## config.mk

```make
export PLATFORM = sky130hd
export DESIGN_NAME = sram_controller
export DESIGN_NICKNAME = d
export VERILOG_FILES = /design/src/rtl/mem_pkg.sv /design/src/rtl/sram_controller.sv
export SDC_FILE = /design/constraint.sdc
export NUM_CORES = 1
export LEC_CHECK = 0
export CORE_ASPECT_RATIO = 0.7
export CORE_UTILIZATION = 39
export CTS_CLUSTER_DIAMETER = 30
export DETAILED_ROUTE_END_ITERATION = 8
export GPL_ROUTABILITY_DRIVEN = 0
export PLACE_DENSITY_LB_ADDON = 0.12
export SYNTH_ARGS = -nofsm -noshare
export SYNTH_HDL_FRONTEND = slang
export SYNTH_SLANG_ARGS = --single-unit
```

## constraint.sdc

```tcl
create_clock -name clk -period 1.9 [get_ports clk]
set_input_delay 0.38 -clock clk [delete_from_list [all_inputs] [get_ports clk]]
set_output_delay 0.38 -clock clk [all_outputs]
set_load 0.005 [all_outputs]
```

## src/rtl/mem_pkg.sv

```systemverilog
// Shared definitions for the 16-bit external SRAM data path.
// State encoding, default address map base and SRAM data width.
package mem_pkg;

  typedef enum logic [1:0] {
    IDLE = 2'd0,
    LOW  = 2'd1,
    HIGH = 2'd2,
    DONE = 2'd3
  } state_t;

  localparam logic [31:0] BASE_ADDR_DEF = 32'd1024;
  localparam int          DATA_W        = 16;

endpackage

```

## src/rtl/sram_controller.sv

```systemverilog
// Splits 32-bit MEM-stage loads/stores into two 16-bit SRAM accesses (low half first).
// ready drops while an access is in flight so the pipeline freezes.
//
// state | meaning
// IDLE  | waiting; ready follows absence of a request
// LOW   | low halfword access, held WAIT_CYCLES+1 cycles
// HIGH  | high halfword access, held WAIT_CYCLES+1 cycles
// DONE  | one-cycle completion pulse on ready
module sram_controller
  import mem_pkg::*;
#(
  parameter logic [31:0] BASE_ADDR   = BASE_ADDR_DEF,
  parameter int          SRAM_AW     = 18,
  parameter int          WAIT_CYCLES = 1
) (
  input  logic               clk,
  input  logic               rst,
  input  logic               wr_en,
  input  logic               rd_en,
  input  logic [31:0]        address,
  input  logic [31:0]        writeData,
  output logic [31:0]        readData,
  output logic               ready,
  output logic [SRAM_AW-1:0] sram_addr,
  output logic               sram_we_n,
  output logic [DATA_W-1:0]  sram_dq_out,
  output logic               sram_dq_oe,
  input  logic [DATA_W-1:0]  sram_dq_in
);

  localparam logic [2:0] WAIT_LD = 3'(WAIT_CYCLES);

  state_t             state, state_nx;
  logic [2:0]         cnt;
  logic               is_wr;
  logic [SRAM_AW-2:0] word;
  logic [31:0]        wdata;
  logic [31:0]        off;
  logic               req;
  logic               last;
  logic               in_phase;
  logic               drive;
  logic               unused_off;

  assign req        = rd_en | wr_en;
  assign off        = address - BASE_ADDR;
  assign unused_off = ^{off[31:SRAM_AW+1], off[1:0]};
  assign last       = (cnt == 3'd0);

  always_comb begin
    state_nx = state;
    case (state)
      IDLE: if (req) state_nx = LOW;
      LOW:  if (last) state_nx = HIGH;
      HIGH: if (last) state_nx = DONE;
      DONE: state_nx = IDLE;
      default: state_nx = IDLE;
    endcase
  end

  // Pad drive is cut by rst directly so a reset mid-write releases DQ at once.
  always_comb begin
    in_phase    = (state == LOW) || (state == HIGH);
    drive       = is_wr && in_phase && !rst;
    ready       = (state == DONE) || ((state == IDLE) && !req);
    sram_we_n   = !drive;
    sram_dq_oe  = drive;
    sram_dq_out = '0;
    sram_addr   = '0;
    if (drive) sram_dq_out = (state == HIGH) ? wdata[31:16] : wdata[15:0];
    if (state == LOW)  sram_addr = {word, 1'b0};
    if (state == HIGH) sram_addr = {word, 1'b1};
  end

  always_ff @(posedge clk) begin
    if (rst) begin
      state    <= IDLE;
      cnt      <= 3'd0;
      readData <= 32'd0;
      is_wr    <= 1'b0;
      word     <= '0;
      wdata    <= 32'd0;
    end else begin
      state <= state_nx;
      case (state)
        IDLE: begin
          if (req) begin
            is_wr <= wr_en;
            word  <= off[SRAM_AW:2];
            wdata <= writeData;
            cnt   <= WAIT_LD;
          end
        end
        LOW, HIGH: begin
          if (last) begin
            cnt <= WAIT_LD;
            if (!is_wr) begin
              if (state == LOW) readData[15:0]  <= sram_dq_in;
              else              readData[31:16] <= sram_dq_in;
            end
          end else begin
            cnt <= cnt - 3'd1;
          end
        end
        default: ;
      endcase
    end
  end

endmodule

```

==> impl_results.md <==
* Outcome: finished, violations left
* Violated checks: setup timing
* Final worst slack at -0.125 ns
* # DRC at 0
* Vias in the first global route at about 3500
* Most frequent cells in the layout: 134 x nand2_1, 99 x clkdlybuf4s50_1, 85 x dfxtp_1, 44 x a21oi_1, 40 x mux2i_1
* Top cells by area, synth: dfxtp_1 47%, nand2_1 14%, mux2i_1 13%, a21oi_1 5.9%, nor2b_1 3.2%
* Chip Height at 83.7 um
* Final hold viol count at 0
* Dpl ws at -0.440 ns
* Buffers on Ports at 137
* Syn Inst Count at between 400 and 500
* Final Setup Violations at 33
* RSZ-0062 raised after global routing: yes
* Warnings from Yosys at 0
* GRT met1 Usage at 26.2%
* Initial DRC count at between 150 and 200
* Clock Root Buffer: clkbuf_16
* Busiest grt layer: met2
* Met2 usage at between 30% and 40%
* Period utilisation layout at 107%
* WL/cell at 13.6 um
* Largest area contributor in the netlist: dfxtp_1
* Post-synthesis cell area at 3710 um2
* Ant diodes at 0
* Vias post-DR at ~3500
* Sw frac at 33.0%
* Worst Clk Skew at between 0.004 and 0.005 ns
* Psw at roughly 2.6 mW
* First-pass GRT wire length at between 15000 and 20000 um
* Xor and xnor fraction of the mapped netlist area at less than 1%
* #FFs+latches synth at between 80 and 90
* Mapped Nets at roughly 540
* Final nets at 705
* Slew Viols, Final at 0
* CTS buffer count at 9
* Synth-to-Final Area Change at 61.3%
* CTS tree: done
* WP data arrival at about 1.6 ns
* Clock power share at 22.3%
* Pwr per Cell Area at about 1300 nW/um2
* Post-DRT Antenna Nets at 0
* Data required, critical path at approximately 1.5 ns
* Worst setup EP type: output pin
* Register share of total power at 31.9%
* Max VDD drop at ~0.0006 V
* Fmax at 494 MHz
* Fraction of layout cells with a size suffix above 1 at 22.7%
* Synth cell types at 36
* Adder-Cell Fraction of Synth Area at 2.02%
* Most common cell after layout, fill and taps aside: nand2_1
* Worst-Skew Late Latency at 0.33 ns
* Sequential share of the synthesized area at a little under half
* Core Area at just over 9000 um2
* FP Rows at 29
* Pleak at ~2.4 nW
* Largest net degree at the start of global routing at 59
* Initial Utilization at around two fifths
* Clock buffer depth at 2
* Syn Area/Cell at between 8 and 9 um2
* # clock sinks at between 80 and 90
* Die area at between 9000 and 10000 um2
* Largest family of logic cells by synthesized area: simple AND/OR/NAND/NOR gates
* Compound-Gate Fraction of Synth Area at around a tenth
* Clock period minus worst slack at between 2 and 2.5 ns
* Proportion of synthesized area in mux cells at roughly 14%
* Combinational share of power at 45.7%
* CP Launch Type: flop
* Grt ovf at 0
* Gr usage total at ~21%
* Die W at between 100 and 150 um
* I/O pin cnt at about 150
* Slew margin rel. at between 60% and 70%
* Post-synthesis simple-gate area fraction at around 22%
* HP Class: flop to flop
* CTS H-Tree Depth at 3
* Register clock-pin slew on the reported worst setup and hold paths at approximately 0.060 ns
* Drt via density at approximately 4.7
* Detail Placement HPWL at 6650 um
* Synth top area share at between 40 and 50%
* Post-layout util at between 60% and 70%
* Antenna violations before repair at 0
* Drt first pass iters at 4
* Met3 Track Usage GR at under 10%
* Worst-Margin Slew at ~0.56 ns
* P_int at around 5.3 mW
* CP max FO at 4
* Post-Route WL at about 10000 um
* Critical path class: flop to output pin
* MaxCap Viol Count at 0
[state kept, by name, indices dropped and copies added, names as in the netlist]
name,count
wdata,32
state,2
cnt,3
is_wr,1
word,17
readData,32
[cell usage after synthesis]
library cell / instances
nor2b_1: 19
a21oi_1: 44
buf_1: 3
nand2b_1: 2
buf_2: 7
clkbuf_1: 20
ha_1: 6
nor3_1: 2
and2_1: 1
a31oi_1: 4
nor4_2: 1
o31ai_1: 1
or3b_2: 1
o21a_1: 1
mux2_2: 1
clkinv_1: 1
a31o_2: 1
a32o_1: 1
or3_1: 4
inv_1: 6
or4_1: 2
o21ai_1: 1
nand3b_1: 1
mux2i_1: 50
or4b_1: 1
a22o_1: 1
nor3b_1: 1
nor2_1: 21
a21boi_0: 1
and3b_1: 1
a211oi_1: 3
o21ai_0: 12
nand3_1: 1
dfxtp_1: 87
nand2_1: 134
xnor2_1: 3
[per-layer routing]
layer  wire (um)  vias up
met5           0        -
met4         110        0
met3         531       10
met2        4760       91
met1        4720     1587
li1            -     1819
[critical path, stage by stage (launching register included)]
cell and delay [ns]:
dfxtp_2 0.33, buf_6 0.12, ha_4 0.18, buf_6 0.12, nor2_4 0.16, buf_6 0.15
buf_6 0.11, nor2b_4 0.04, buf_2 0.12
[worst paths after layout]
kind	startpoint	end	slack, ns	cells after the start
hold reg to reg	word[5]	word[5]	0.45	2
hold / removal	word[5]	word[5]	0.45	2
setup / recovery	state[1]	sram_addr[14]	-0.12	8
setup reg to reg	state[1]	readData[29]	0.22	6
[power by group through the flow]
stage / clock network (mW) / logic [mW] / registers, mW
floorplan: 0 / 1.61 / 2.51
global placement: 0 / 2.96 / 2.51
detailed placement: 0 / 3.00 / 2.53
CTS: 1.84 / 3.52 / 2.51
global route: 1.90 / 3.97 / 2.60
finish: 1.78 / 3.65 / 2.55
[layout make-up]
| cell class | count | area [um2] |
|---|---|---|
| fill | 797 | 3150 |
| multi-input combinational | 322 | 2050 |
| sequential | 87 | 1740 |
| timing repair buffer | 188 | 1710 |
| clock buffer | 12 | 256 |
| tap | 124 | 155 |
| clock inverter | 4 | 53.8 |
| inverter | 7 | 28.8 |
[what timing repair did]
action                                  in CTS  in global routing
buffers inserted                            17                  3
pin swaps                                   11                  7
resized for setup                          181                 34
hold buffers                                 0                  0
cloned                                       2                  0
endpoints found under the setup margin      37                 36
[logic make-up (layout without fill, tap and decap cells)]
logic type / after synthesis / in the layout
AND/OR/NAND/NOR: 192 / 192
flip-flops: 87 / 87
AO/OA/AOI/OAI: 70 / 70
multiplexers: 51 / 51
buffers and inverters: 37 / 211
adder cells (fa/ha/maj): 6 / 6
XOR/XNOR: 3 / 3
[through the flow]
stage	instance area, um2	total power [mW]	hold slack [ns]	setup TNS (ns)	cells
CTS	5880	7.87	0.451	-3.28	743
detailed placement	5410	5.53	0.442	-3.44	708
global route	5990	8.47	0.466	-4.59	744
global placement	5410	5.46	0.438	-3.14	708
finish	5990	7.98	0.450	-2.13	744
floorplan	3720	4.11	0.432	0	446
Note: power is estimated with default switching activity, not from simulation.
